==> src/rtl/div_pkg.sv <==
`default_nettype none
// ============================================================================
// Module   : div_pkg
// Purpose  : Shared definitions for the register_divider block: FSM state
//            encoding and the iteration-counter width helper.
// Ports    : none (package)
// Revision : 1.0 - initial release
// ============================================================================
package div_pkg;

  localparam logic [1:0] c_ST_IDLE  = 2'd0;
  localparam logic [1:0] c_ST_CHECK = 2'd1;
  localparam logic [1:0] c_ST_RUN   = 2'd2;
  localparam logic [1:0] c_ST_FIX   = 2'd3;

  typedef enum logic [1:0] {
    IDLE  = c_ST_IDLE,
    CHECK = c_ST_CHECK,
    RUN   = c_ST_RUN,
    FIX   = c_ST_FIX
  } state_t;

  // Number of bits needed to count 0..value-1; never less than 1.
  function automatic int clog2(input int value);
    int r;
    r = 0;
    for (int i = 0; i < 31; i++) begin
      if ((1 << i) < value) r = i + 1;
    end
    return (r < 1) ? 1 : r;
  endfunction

endpackage
`default_nettype wire

==> src/rtl/div_step.sv <==
`default_nettype none
// ============================================================================
// Module   : div_step
// Purpose  : One combinational restoring-division iteration. Shifts the next
//            dividend bit into the partial remainder and subtracts the divisor
//            magnitude when the result stays non-negative.
// Ports    : i_prem  [N:0]  partial remainder before the step
//            i_bit          next dividend bit (MSB first)
//            i_dvs   [N:0]  divisor magnitude
//            o_prem  [N:0]  partial remainder after the step
//            o_qbit         quotient bit produced by this step
// Revision : 1.0 - initial release
// ============================================================================
module div_step #(
  parameter int N = 32
) (
  input  logic [N:0] i_prem,
  input  logic       i_bit,
  input  logic [N:0] i_dvs,
  output logic [N:0] o_prem,
  output logic       o_qbit
);

  logic [N:0]   w_shift;
  logic [N+1:0] w_trial;
  logic         w_unused_msb;

  // The partial remainder is always below the divisor magnitude, so its top
  // bit is zero on entry and the shifted value still fits in N+1 bits.
  assign w_unused_msb = i_prem[N];
  assign w_shift      = {i_prem[N-1:0], i_bit};

  // Extra bit on the trial keeps the borrow; borrow set means restore.
  assign w_trial = {1'b0, w_shift} - {1'b0, i_dvs};
  assign o_qbit  = ~w_trial[N+1];
  assign o_prem  = o_qbit ? w_trial[N:0] : w_shift;

endmodule
`default_nettype wire

==> src/rtl/register_divider.sv <==
`default_nettype none
// ============================================================================
// Module   : register_divider
// Purpose  : Sequential signed divider (2N-bit dividend / N-bit divisor),
//            restoring shift-subtract, one quotient bit per cycle.
// Ports    : clk, reset        clock (rising) / async active-high reset
//            start             request, accepted only while IDLE
//            dividend [2N-1:0] signed dividend
//            divisor  [N-1:0]  signed divisor
//            readEnable        gates quotient/remainder outputs (else 0)
//            quotient [N-1:0]  signed quotient, truncated toward zero
//            remainder[N-1:0]  signed remainder, sign of dividend
//            busy, done        operation in flight / one-cycle completion
//            divByZero         held: last divisor was zero
//            overflow          held: quotient not representable in N bits
//            accessError       one-cycle pulse: start while busy (ignored)
// Revision : 1.0 - initial release
// ============================================================================
module register_divider
  import div_pkg::*;
#(
  parameter int N = 32
) (
  input  logic           clk,
  input  logic           reset,
  input  logic           start,
  input  logic [2*N-1:0] dividend,
  input  logic [N-1:0]   divisor,
  input  logic           readEnable,
  output logic [N-1:0]   quotient,
  output logic [N-1:0]   remainder,
  output logic           busy,
  output logic           done,
  output logic           divByZero,
  output logic           overflow,
  output logic           accessError
);

  localparam int            CW         = clog2(N);
  localparam logic [N-1:0]  C_QMIN_MAG = {1'b1, {(N-1){1'b0}}};
  localparam logic [CW-1:0] C_CNT_LAST = CW'(N - 1);

  state_t        r_state, w_next;
  logic [CW-1:0] r_cnt;
  logic [N:0]    r_prem;      // partial remainder / upper dividend half
  logic [N-1:0]  r_low;       // lower dividend half, becomes |quotient|
  logic [N:0]    r_dvs;
  logic          r_qsign, r_rsign;
  logic          r_err;       // CHECK found an error; FIX only reports it
  logic [N-1:0]  r_quot, r_rem;
  logic          r_busy, r_done, r_dbz, r_ovf, r_acc;

  // Magnitudes are formed one bit wider so the most-negative operands
  // do not wrap.
  logic [2*N:0] w_dvd_ext, w_dvd_abs;
  logic [N:0]   w_dvs_ext, w_dvs_abs;

  assign w_dvd_ext = {dividend[2*N-1], dividend};
  assign w_dvd_abs = dividend[2*N-1] ? -w_dvd_ext : w_dvd_ext;
  assign w_dvs_ext = {divisor[N-1], divisor};
  assign w_dvs_abs = divisor[N-1] ? -w_dvs_ext : w_dvs_ext;

  logic       w_chk_dbz, w_chk_ovf;
  logic [N:0] w_step_prem;
  logic       w_step_q;

  assign w_chk_dbz = (r_dvs == '0);
  // Upper half already >= divisor means the quotient needs more than N bits.
  assign w_chk_ovf = (r_prem >= r_dvs);

  div_step #(.N(N)) u_step (
    .i_prem (r_prem),
    .i_bit  (r_low[N-1]),
    .i_dvs  (r_dvs),
    .o_prem (w_step_prem),
    .o_qbit (w_step_q)
  );

  logic [N-1:0] w_rmag, w_q_signed, w_r_signed;
  logic         w_fix_ovf;

  assign w_rmag     = r_prem[N-1:0];
  assign w_q_signed = r_qsign ? -r_low : r_low;
  assign w_r_signed = r_rsign ? -w_rmag : w_rmag;
  // A negative quotient may reach -2^(N-1); a positive one may not.
  assign w_fix_ovf  = r_qsign ? (r_low > C_QMIN_MAG) : r_low[N-1];

  always_ff @(posedge clk or posedge reset) begin
    if (reset) r_state <= IDLE;
    else       r_state <= w_next;
  end

  always_comb begin
    w_next = r_state;
    case (r_state)
      IDLE:    if (start) w_next = CHECK;
      // Error results leave through FIX so done has a fixed 2-edge latency.
      CHECK:   w_next = (w_chk_dbz || w_chk_ovf) ? FIX : RUN;
      RUN:     if (r_cnt == '0) w_next = FIX;
      FIX:     w_next = IDLE;
      default: w_next = IDLE;
    endcase
  end

  always_ff @(posedge clk or posedge reset) begin
    if (reset) begin
      r_cnt   <= '0;
      r_prem  <= '0;
      r_low   <= '0;
      r_dvs   <= '0;
      r_qsign <= 1'b0;
      r_rsign <= 1'b0;
      r_err   <= 1'b0;
      r_quot  <= '0;
      r_rem   <= '0;
      r_busy  <= 1'b0;
      r_done  <= 1'b0;
      r_dbz   <= 1'b0;
      r_ovf   <= 1'b0;
      r_acc   <= 1'b0;
    end else begin
      r_done <= 1'b0;
      r_acc  <= start && (r_state != IDLE);
      case (r_state)
        IDLE: begin
          if (start) begin
            r_prem  <= w_dvd_abs[2*N:N];
            r_low   <= w_dvd_abs[N-1:0];
            r_dvs   <= w_dvs_abs;
            r_qsign <= dividend[2*N-1] ^ divisor[N-1];
            r_rsign <= dividend[2*N-1];
            r_err   <= 1'b0;
            r_dbz   <= 1'b0;
            r_ovf   <= 1'b0;
            r_busy  <= 1'b1;
          end
        end
        CHECK: begin
          if (w_chk_dbz) begin
            r_dbz <= 1'b1;
            r_err <= 1'b1;
          end else if (w_chk_ovf) begin
            r_ovf <= 1'b1;
            r_err <= 1'b1;
          end else begin
            r_cnt <= C_CNT_LAST;
          end
        end
        RUN: begin
          r_prem <= w_step_prem;
          r_low  <= {r_low[N-2:0], w_step_q};
          r_cnt  <= r_cnt - CW'(1);
        end
        FIX: begin
          r_busy <= 1'b0;
          r_done <= 1'b1;
          if (r_err || w_fix_ovf) begin
            r_quot <= '0;
            r_rem  <= '0;
            if (!r_err) r_ovf <= 1'b1;
          end else begin
            r_quot <= w_q_signed;
            r_rem  <= w_r_signed;
          end
        end
        default: ;
      endcase
    end
  end

  assign quotient    = readEnable ? r_quot : '0;
  assign remainder   = readEnable ? r_rem  : '0;
  assign busy        = r_busy;
  assign done        = r_done;
  assign divByZero   = r_dbz;
  assign overflow    = r_ovf;
  assign accessError = r_acc;

endmodule
`default_nettype wire

==> config.mk <==
export PLATFORM = sky130hd
export DESIGN_NAME = register_divider
export DESIGN_NICKNAME = d
export VERILOG_FILES = /design/src/rtl/div_pkg.sv /design/src/rtl/div_step.sv /design/src/rtl/register_divider.sv
export SDC_FILE = /design/constraint.sdc
export NUM_CORES = 1
export LEC_CHECK = 0
export BUFFER_PORTS_ARGS = -buffer_cell sky130_fd_sc_hd__buf_4
export CAP_MARGIN = 10
export CELL_PAD_IN_SITES_DETAIL_PLACEMENT = 1
export CELL_PAD_IN_SITES_GLOBAL_PLACEMENT = 1
export CORE_ASPECT_RATIO = 1.75
export CORE_MARGIN = 2
export CORE_UTILIZATION = 45
export CTS_BUF_LIST = sky130_fd_sc_hd__clkbuf_16
export CTS_CLUSTER_SIZE = 24
export DETAILED_ROUTE_END_ITERATION = 16
export PLACE_DENSITY_LB_ADDON = 0.1
export SLEW_MARGIN = 20
export SYNTH_ARGS = -nofsm -noshare
export SYNTH_HDL_FRONTEND = slang
export SYNTH_SLANG_ARGS = --single-unit
==> constraint.sdc <==
create_clock -name clk -period 8.15 [get_ports clk]
set_clock_uncertainty 0.1 [all_clocks]
set_input_delay 0.815 -clock clk [delete_from_list [all_inputs] [get_ports clk]]
set_output_delay 0.815 -clock clk [all_outputs]
set_load 0.05 [all_outputs]
[After elaboration in Yosys (flattened, before gate mapping)]
Index checks and enable logic that the tools add are counted.
Word-level totals
  register bits after elaboration: 177
  bits of input ports: 100
  output and inout port bits: 69
  word-level logic and storage cells: 91
Operators by class
  $add $sub $neg: 6
  $lt $le $gt $ge: 2
  eq/ne operators: 12
  mux-type cells: 34
  bitwise operators: 2
  reduce and logical (&&, ||, !) cells: 20
Operator list (number)
  $mux 32: 7
  $mux 33: 3
  $pmux 33 s2: 1
  $mux 65: 1
  $neg 65->65: 1
  $neg 32->32: 2
  $pmux 32 s2: 1
  $sub 33x33->34: 1
  $ge 33x33->1: 1
  $logic_not 33->1: 1
  $neg 33->33: 1
  $gt 32x32->1 const B: 1
  $ne 2x2->1 const B: 8
  $mux 1: 11
  $mux 5: 2
  $pmux 5 s2: 1
  $reduce_bool 2->1: 5
  $reduce_and 3->1: 3
  $pmux 2 s4: 1
  $reduce_and 2->1: 4
  $pmux 1 s2: 3
  $reduce_and 6->1: 1
  $logic_not 5->1: 1
  $sub 5x1->5 const B: 1
  other kinds (11): 14

[Longest topological paths before layout]
Gate-level depths: netlist of run 1.
  depth after elaboration: 5
  mapped depth: 14
  depth with buffers taken out: 13

[Modules after synthesis]
From an unflattened synthesis of run 1, not the netlist that was laid out.
Unflattened totals
  cell total of the unflattened synthesis: 1760
  area total of the unflattened synthesis: 14511.4 µm²
By module, submodules not included
  register_divider: instances 1, cells an instance 1426, area an instance 12074.1 µm²
  div_step: instances 1, cells an instance 334, area an instance 2437.3 µm²

[Worst setup path after synthesis of run 1]
OpenSTA, ideal clock, no wires.
  path type: input port to flip-flop
  start: input dividend[9]
  end: register r_prem[26]
  arrival time: 3.253 ns
  path slack: 4.673 ns
  stages: 9
  path buffers: 0
  cell sequence: or4_1 > or4_1 > nor3_2 > nand4_1 > nand2b_1 > o41ai_1 > xor2_1 > nor3_1 > a211o_1
Between the ends
  longest elaborated chain between the ends: 4
RTL lines
  start: declaration: RTL line register_divider.sv:27  | input logic [2*N-1:0] dividend,
  $neg 65->65: RTL line register_divider.sv:59  | assign w_dvd_abs = dividend[2*N-1] ? -w_dvd_ext : w_dvd_ext;
  $mux 65: RTL line register_divider.sv:59
  $mux 33: RTL line register_divider.sv:126  | if (start) begin
  $pmux 33 s2: RTL line register_divider.sv:124  | case (r_state)
  end signal: assignment: RTL line register_divider.sv:127  | r_prem <= w_dvd_abs[2*N:N];
  end signal: assignment: RTL line register_divider.sv:150  | r_prem <= w_step_prem;
  end: declaration: RTL line register_divider.sv:45  | logic [N:0] r_prem;
No other way between the ends. The select of a mux whose other input is x is not followed.
A chain may end at the register's enable or synchronous reset.

[Final worst setup path of run 1]
  start: input dividend[37]
  end: register r_prem[25]
The elaborated chain is that of the path after synthesis.

==> impl_metrics.toml, run 1 <==
[outcome]
status = "finished, final reports clean"

[floorplanning]
die_h_um = 237.5
start_util_pct = 45.61
num_rows = 85
dieWidth_um = 137.4
coreArea_sq_um = 30740
pin_count = 169
dieArea_sq_um = 32630

[timing]
rsz0062_at_grt = "false"
period_minus_slack_ps = 3982
final-setup-viol-count = 0
worst_slack_ps = 4168
finalHoldViolations = 0
fin_tns_setup_ps = 0
tightest_slew_ps = 1114
slew_headroom_pct = 25.05
report.final.slew_viol_count = 0
period_share_pct = 48.86
max_freq_ghz = 0.2511

[clock_tree]
clock_latency_ps = 460
clk_path_buf_depth = 2
cts_resized = 0
numCtsBuffers = 17
h-tree-depth = 4
postCtsHoldBufs = 0
cts.sinks = 177
cts_root_buffer = "clkbuf_16"
path_clk_slew_ps = 70
cts_setup_buffers = 0
cts_tree = "built"

[worst_setup_path]
cp_max_fo = 5
end_kind = "register"
arrival_ps = 4230
crit_type = "in2reg"
cp.required_ps = 8400
start_kind = "input pin"

[grt]
track_usage_pct = 27.52
grt_pass1_vias = 13580
overflow = 0
grt_max_degree = 82
antenna_found_initial = 2
grt_pass1_wl_um = 70110

[synth]
synth_edf_count = 0
netlist_area_sq_um = 14020
synth_nets = 1859
ys_warn_count = 0
ys.flop_type = "dfrtp_1"
syn_inst = 1681
yosys_register_bits = 177
synth-seq-area-share_pct = 31.60
synthDistinctLibCells = 67
synth.avg_cell_area_sq_um = 8.339
synth-async-reset-ratio_pct = 100.0

[layout]
seqCellArea_sq_um = 4429
mostFrequentLayoutCells = "181 x buf_4, 177 x dfrtp_1, 163 x o21ai_0"
syn_to_final_growth_pct = 14.72
drive_gt1_share_pct = 15.75
fill_cells = 3760
nNetsFinal = 1969
final_common_cell = "buf_4"
stdcell_count = 2196
fin_util_pct = 52.32
multiInputGateArea_sq_um = 8781

[drt]
wl_um = 43780
wl_per_cell_um = 19.93
remaining_drc_errors = 0
vias_per_cell = 5.834
first_pass_iters = 4
dr_total_vias = 12810
postRouteAntennaNets = 0
first_iter_violations = 415

[place]
dp_hpwl_um = 34310
post-place-ws_ps = 3778
port_buffers = 168
gp_congestion = 0.8936
dp.cells = 2163

[worst_hold_path]
min_path_type = "in2async"

[power_and_ir_drop]
leakagePower_nw = 7.108
p_total_w = 0.006927
power.density_nw_per_um2 = 430.8
ir_drop_uv = 182.3

[flow_run]
maxCapViolCount = 0
[synth_stat cells, types with 4 or more instances]
master    instances  area, sq um
o22ai_1          17        106.4
and2_1           72        450.4
a211o_1           7        61.31
or2_2             6        37.54
or3_1            20        125.1
clkbuf_1         80        300.3
a22oi_1           5        37.54
or4_1            18        135.1
dfrtp_1         177         4429
nor3_1           32        160.2
o21a_1            9        67.56
inv_1           121        454.2
nand4_1          16        100.1
and3_1            4        25.02
nor2_1          100        375.4
a31oi_1           5        31.28
a21o_1           34        255.2
o211ai_1          8        60.06
nand2_1         161        604.3
o21ai_0         163        815.8
a21oi_1          90        450.4
nand2b_1         13        81.33
a211oi_1         15        112.6
nand3_1          26        130.1
o22ai_2          50        625.6
o41ai_1          23        201.4
buf_6             6        67.56
buf_1             4        15.01
nor2b_1           6        37.54
o31ai_1          48        360.4
xnor2_1          42        367.9
xor2_1          134         1174
ha_1             77        963.4
nor4_1           17        106.4
mux2i_1          14        140.1
[report_power, final]
group | total [W] | internal, W | switching (W)
combinational | 0.00437 | 0.00172 | 0.00265
sequential | 0.00174 | 0.00126 | 0.000484
clock | 0.000811 | 0.000424 | 0.000387
[state kept, by name, indices dropped and copies added (netlist names)]
name	flops
r_state	2
overflow	1
divByZero	1
r_qsign	1
accessError	1
r_dvs	33
r_rsign	1
r_low	32
r_quot	32
done	1
r_err	1
r_cnt	5
busy	1
r_rem	32
r_prem	33
[through the flow]
step           hold WS (ps)  cell area [sq um]
2_1_floorplan         349.8              14020
3_3_place_gp          363.9              15520
3_5_place_dp          381.1              15520
4_1_cts               333.0              16080
5_1_grt               349.6              16080
6_report              303.2              16080
[path summary, 6_finish.rpt]
path                               from    endpoint  slack [ps]  depth (start not counted)
min in group clk              r_dvs[18]   r_dvs[18]         390                          2
hold / removal                    reset  r_quot[25]         300                          2
setup / recovery           dividend[37]  r_prem[25]        4170                         10
hold reg to reg               r_dvs[18]   r_dvs[18]         390                          2
max in group asynchronous         reset   r_low[19]        6380                          3
setup reg to reg               r_low[0]    overflow        4170                         12
[cells by family (layout without fill, tap and decap cells)]
| family | after synthesis | after routing | synth area share [%] |
|---|---|---|---|
| other cells | 0 | 2 | 0 |
| compound gates | 516 | 516 | 25.34 |
| buf+inv | 211 | 333 | 5.972 |
| xor+xnor | 176 | 176 | 11.00 |
| mux | 16 | 16 | 1.160 |
| simple gates | 507 | 507 | 17.91 |
| flops | 177 | 177 | 31.60 |
| fa+ha+maj | 78 | 78 | 7.016 |
[worst max-delay path, stage by stage]
cell     delay (ps)
buf_4           120
or4_1           530
nor4_1          860
nor4b_1         680
nand4_1         410
o31ai_1         350
xnor2_1         100
o21ai_1         130
a21oi_1          60
a21o_1          180
[layer usage]
| metal | global-route usage, % | routed length, um |
|---|---|---|
| met5 | 0 | 0 |
| met4 | 12.59 | 1935 |
| met3 | 2.900 | 1147 |
| met2 | 52.72 | 24290 |
| met1 | 29.34 | 16410 |
[cell type report]
cell class              instances  share of cell area [%]
clock inverters                14                  0.8248
clock buffers                  17                   2.646
multi-input cells            1293                   54.61
flip-flops and latches        177                   27.54
well taps                     391                   3.042
diodes                          2                 0.03112
repair buffers                181                   8.450
inverters                     121                   2.856
Note: power is estimated with default switching activity, not from simulation.
==> run 2, diff against run 1 <==
--- a/config.mk
+++ b/config.mk
@@ -5,13 +5,14 @@
 export SDC_FILE = /design/constraint.sdc
 export NUM_CORES = 1
 export LEC_CHECK = 0
+export ABC_AREA = 1
 export BUFFER_PORTS_ARGS = -buffer_cell sky130_fd_sc_hd__buf_4
 export CAP_MARGIN = 10
 export CELL_PAD_IN_SITES_DETAIL_PLACEMENT = 1
 export CELL_PAD_IN_SITES_GLOBAL_PLACEMENT = 1
 export CORE_ASPECT_RATIO = 1.75
 export CORE_MARGIN = 2
-export CORE_UTILIZATION = 45
+export CORE_UTILIZATION = 38
 export CTS_BUF_LIST = sky130_fd_sc_hd__clkbuf_16
 export CTS_CLUSTER_SIZE = 24
 export DETAILED_ROUTE_END_ITERATION = 16
==> constraint.sdc (replaced) <==
create_clock -name clk -period 3.53 [get_ports clk]
set_clock_uncertainty 0.1 [all_clocks]
set_input_delay 0.353 -clock clk [delete_from_list [all_inputs] [get_ports clk]]
set_output_delay 0.353 -clock clk [all_outputs]
set_load 0.05 [all_outputs]
==> run 2 against run 1 <==
Compared with the run above: sequential power increased by 130%; final cell count increased by 58%; cell area increased by 20%; first-iteration DRC count increased to 2.6 times the previous value; global-route usage increased by 7.1 points; sequential share of layout area decreased by 4.5 points; utilization decreased by 7.8 points; setup slack got worse by 3900 ps; critical path depth increased by 2.
==> impl_metrics.toml, run 2 <==
[timing]
max_freq_ghz = 0.3041
tightest_slew_ps = 842.5
period_share_pct = 93.16
slew_headroom_pct = 43.75
fin_tns_setup_ps = 0
final-setup-viol-count = 0
worst_slack_ps = 241.5
period_minus_slack_ps = 3288
rsz0062_at_grt = "false"
finalHoldViolations = 0
report.final.slew_viol_count = 0

[synth]
yosys.area.top_type_share_pct = 26.69
synth-seq-area-share_pct = 26.69
syn_inst = 2743
synthTopCellsByCount = "903 x nand2_1, 357 x inv_1, 352 x nor2_1"
synth_edf_count = 0
synth-async-reset-ratio_pct = 100.0
synth_area_leader_cell = "dfrtp_1"
synth_most_common_cell = "nand2_1"
ys_warn_count = 0
ys.flop_type = "dfrtp_1"
yosys_register_bits = 177
synthDistinctLibCells = 48
synth_nets = 2921
synth.avg_cell_area_sq_um = 6.049
netlist_area_sq_um = 16590
synth_area_leaders = "dfrtp_1 27%, nand2_1 20%, inv_1 8.1%"

[power_and_ir_drop]
leakagePower_nw = 10.25
power.density_nw_per_um2 = 1014
ir_drop_uv = 552.8

[drt]
wl_met2_um = 42320
wl_met3_um = 1849
wl_um = 77710
dr_total_vias = 18820
first_pass_iters = 5
remaining_drc_errors = 0
first_iter_violations = 1068
wl_met1_um = 25800
maxUsedRoutingLayer = "met4"
wl_per_cell_um = 22.37
vias_per_cell = 5.418
postRouteAntennaNets = 0

[grt]
overflow = 0
grt_max_degree = 98
grt_pass1_vias = 20300
antenna_found_initial = 0
grt_pass1_wl_um = 117400
track_usage_pct = 34.61

[worst_hold_path]
min_path_type = "in2reg"

[place]
post-place-ws_ps = 247.2
port_buffers = 168
dp_hpwl_um = 64150
dp.cells = 3440
gp_congestion = 1.037

[layout]
mostFrequentLayoutCells = "903 x nand2_1, 356 x inv_1, 352 x nor2_1"
antenna_cells = 0
reg.largest.list = "r_dvs (33), r_prem (33)"
syn_to_final_growth_pct = 15.86
nNetsFinal = 3073
drive_gt1_share_pct = 10.94
final_common_cell = "nand2_1"
stdcell_count = 3474
fin_util_pct = 44.49

[clock_tree]
clk_path_buf_depth = 2
cts_tree = "built"
path_clk_slew_ps = 80
h-tree-depth = 4
clock_latency_ps = 460
cts_resized = 0
cts_root_buffer = "clkbuf_16"
cts.sinks = 177
numCtsBuffers = 17

[worst_setup_path]
worstPathCellList = "ha_1, a21oi_1, o21ai_1, nor2_1, o21ai_1, nor2_2, nand3_4, nor2_4, nand2_1, nand2_1, nor2_1, nor2_1"
cp_max_fo = 27
end_kind = "register"
slowest_delay_ps = 520
crit_slowest_cell = "nor2_4"
arrival_ps = 3580
cp.required_ps = 3820
cpMostUsedCell = "nor2_1"
crit_type = "reg2reg"
start_kind = "register"

[floorplanning]
pin_count = 169
dieArea_sq_um = 45420
num_rows = 101
start_util_pct = 38.39
dieWidth_um = 162.0
die_h_um = 280.4
coreArea_sq_um = 43220

[outcome]
status = "finished, final reports clean"

[flow_run]
maxCapViolCount = 0
run 2: changes by cell type after synthesis, moves of 34 or more:
cell	previous run	this run
and2_1	72	7
inv_1	121	357
nand2_1	161	903
nand3_1	26	189
nand4_1	16	50
nor2_1	100	352
o21ai_0	163	124
o21ai_1	3	47
o22ai_2	50	0
o31ai_1	48	6
xor2_1	134	88
run 2: cells by family after synthesis:
kind of cell | Yosys count | share of synthesized area [%]
flops | 177 | 26.69
fa+ha+maj | 78 | 5.927
xor+xnor | 103 | 5.437
simple gates | 1585 | 39.73
buf+inv | 466 | 10.93
compound gates | 334 | 11.28
run 2: critical path: cells and delay by family, from the launching register on:
| kind | cells | cell delay, ps |
|---|---|---|
| fa+ha+maj | 1 | 430 |
| compound gates | 3 | 570 |
| simple gates | 8 | 1640 |
| flops | 1 | 460 |
run 2: area by class of cell:
class	instances	area, sq um
clock buffer	17	425.4
sequential	177	4429
inverter	382	1438
fill	5987	23990
tap	566	708.2
clock inverter	15	177.7
timing repair buffer	217	1684
multi-input combinational	2100	10360
run 2: power by group:
| group | total, W | internal, W | switching, W |
|---|---|---|---|
| logic | 0.0135 | 0.00404 | 0.00941 |
| clock network | 0.00204 | 0.00107 | 0.000970 |
| registers | 0.00401 | 0.00296 | 0.00105 |
| total | 0.0195 | 0.00806 | 0.0114 |
run 2: repair_timing:
item / 4_1_cts / 5_1_grt
setup buffers: 0 / 0
hold buffers: 2 / 0
endpoints found under the hold margin: 17 / 0
run 2: per-stage QoR:
step           total power (W)  hold WS, ps  instance area, sq um
3_3_place_gp           0.01708        312.6                 18600
5_1_grt                0.02107        105.1                 19230
2_1_floorplan          0.01235        348.8                 16600
3_5_place_dp           0.01738        317.5                 18600
6_report               0.01950        89.13                 19230
4_1_cts                0.01948        65.82                 19230
run 2: final timing paths:
| kind | slack [ps] | to | startpoint | cells past startpoint |
|---|---|---|---|---|
| max | 240 | r_prem[31] | r_prem[29] | 12 |
| min in group asynchronous | 370 | r_quot[14] | reset | 3 |
| max in group asynchronous | 2050 | r_prem[0] | reset | 4 |
| min | 90 | r_dvs[30] | divisor[30] | 3 |
| min reg2reg | 380 | overflow | overflow | 2 |
| max reg2reg | 240 | r_prem[31] | r_prem[29] | 12 |
run 2: routing by layer:
layer  vias to the layer above  GRT usage [%]
met5                         -              0
met4                         0          28.77
met3                       265          2.838
met2                       484          67.30
met1                      9113          32.05
li1                       8960              -
==> run 3, diff against run 2 <==
--- a/config.mk
+++ b/config.mk
@@ -16,7 +16,7 @@
 export CTS_BUF_LIST = sky130_fd_sc_hd__clkbuf_16
 export CTS_CLUSTER_SIZE = 24
 export DETAILED_ROUTE_END_ITERATION = 16
-export PLACE_DENSITY_LB_ADDON = 0.1
+export PLACE_DENSITY = 0.85
 export SLEW_MARGIN = 20
 export SYNTH_ARGS = -nofsm -noshare
 export SYNTH_HDL_FRONTEND = slang
==> run 3 against run 2 <==
Compared with the run above: critical path type unchanged; setup slack better by 140 ps; global-route usage is 0.38 points higher; clock-buffer cell count unchanged; cell area increased by 0.15%; largest power group unchanged; register-to-register slack better by 140 ps; sequential share of layout area about the same; non-clock buffer count is 7 higher; utilization up 0.067 points.
==> impl_metrics.toml, run 3 (synthesis gave the netlist of run 2 again) <==
[grt]
grt_max_degree = 67
track_usage_pct = 34.99
grt_pass1_vias = 20590
overflow = 0
grt_pass1_wl_um = 119000
antenna_found_initial = 0

[timing]
finalHoldViolations = 0
tightest_slew_ps = 1005
period_minus_slack_ps = 3150
max_freq_ghz = 0.3174
fin_tns_setup_ps = 0
slew_headroom_pct = 32.40
report.final.slew_viol_count = 0
rsz0062_at_grt = "false"
period_share_pct = 89.25
timing.hold.ws_ps = 7.897
final-setup-viol-count = 0

[floorplanning]
dieWidth_um = 162.0
dieArea_sq_um = 45420
num_rows = 101
pin_count = 169
coreArea_sq_um = 43220
start_util_pct = 38.39
die_h_um = 280.4

[worst_setup_path]
cp_max_fo = 8
cp.required_ps = 3780
start_kind = "register"
r2r_slack_ps = 380
crit_type = "reg2reg"
end_kind = "register"
r2r_start = "r_dvs[5]"
reg2reg_depth = 9
arrival_ps = 3400
r2r-end = "r_cnt[2]"

[clock_tree]
cts_tree = "built"
numCtsBuffers = 17
cts_root_buffer = "clkbuf_16"
cts_resized = 0
clock_latency_ps = 480
path_clk_slew_ps = 80
clk_path_buf_depth = 2
cts.sinks = 177
h-tree-depth = 4

[layout]
mostFrequentLayoutCells = "903 x nand2_1, 355 x inv_1, 352 x nor2_1"
fill_cells = 5945
fin_util_pct = 44.55
final_common_cell = "nand2_1"
reg.largest.list = "r_dvs (33), r_prem (33)"
antenna_cells = 0
fin_area_sq_um = 19250
nNetsFinal = 3080
syn_to_final_growth_pct = 16.04
drive_gt1_share_pct = 11.22

[worst_hold_path]
min_to = "accessError"
hold_depth = 3
hold_path.startpoint = "start"
min_path_type = "in2reg"

[place]
port_buffers = 168
gp_congestion = 1.087
dp_hpwl_um = 66170
placed_area_sq_um = 18650

[flow_run]
maxCapViolCount = 0

[power_and_ir_drop]
p_total_w = 0.01970
leakagePower_nw = 10.26
power.density_nw_per_um2 = 1023
ir_drop_uv = 348.6

[drt]
remaining_drc_errors = 0
wl_um = 79410
first_iter_violations = 1091
postRouteAntennaNets = 0
wl_per_cell_um = 22.81
dr_total_vias = 19080
first_pass_iters = 5
vias_per_cell = 5.482

[outcome]
status = "finished, final reports clean"
run 3: cell types whose count changed in the layout (fill, tap and decap cells not counted), sizes merged:
cell / delta
buf: +8
bufinv: -2
clkinv: +2
clkinvlp: +2
inv: -2
dlygate4sd3: -1
run 3: worst max-delay path by stage:
| stage | startpoint | endpoint | cells past startpoint |
|---|---|---|---|
| 6_report | r_dvs[5] | r_cnt[2] | 9 |
| 4_1_cts | r_dvs[5] | r_cnt[2] | 9 |
| 5_1_grt | r_prem[9] | r_prem[12] | 16 |
| 3_3_place_gp | r_prem[4] | r_prem[4] | 12 |
| 2_1_floorplan | reset | accessError | 1 |
| 3_5_place_dp | r_dvs[5] | r_cnt[2] | 9 |
run 3: worst max-delay path, stage by stage, from the launching register on:
cell     delay [ps]
dfrtp_1         390
inv_1           250
buf_4           180
nand4_1         210
nor4_1          880
nand3_1         330
nand4_1         260
nand2_1         200
nand2_1         120
o21ai_0          90
run 3: layout make-up:
type	count	area [sq um]	share of cell area [%]
inverter	382	1438	7.466
timing repair buffer	224	1722	8.941
multi-input combinational	2100	10360	53.82
clock inverter	15	168.9	0.8773
tap	566	708.2	3.678
sequential	177	4429	23.00
clock buffer	17	425.4	2.209
run 3: repair_timing:
item / 4_1_cts / 5_1_grt
buffers inserted: 0 / 0
hold buffers: 1 / 0
endpoints found under the hold margin: 15 / 0
run 3: per-stage QoR:
step	worst slack [ps]	cells
6_report	379.6	3481
5_1_grt	333.3	3481
4_1_cts	467.4	3481
3_5_place_dp	480.3	3448
3_3_place_gp	559.1	3448
2_1_floorplan	810.4	2743
run 3: where the power goes:
| part | leakage, nW | total, W | internal [W] | switching, W |
|---|---|---|---|---|
| Clock | 0.283 | 0.00197 | 0.000951 | 0.00102 |
| Combinational | 7.74 | 0.0137 | 0.00408 | 0.00960 |
| Sequential | 2.23 | 0.00405 | 0.00296 | 0.00109 |
| Total | 10.3 | 0.0197 | 0.00799 | 0.0117 |
run 3: metal layers:
layer | GRT usage [%] | vias to the layer above | routed length (um)
li1 | - | 8999 | -
met1 | 30.72 | 9185 | 25580
met5 | 0 | - | 0
met2 | 66.75 | 573 | 42380
met3 | 3.991 | 325 | 2214
met4 | 34.17 | 0 | 9235
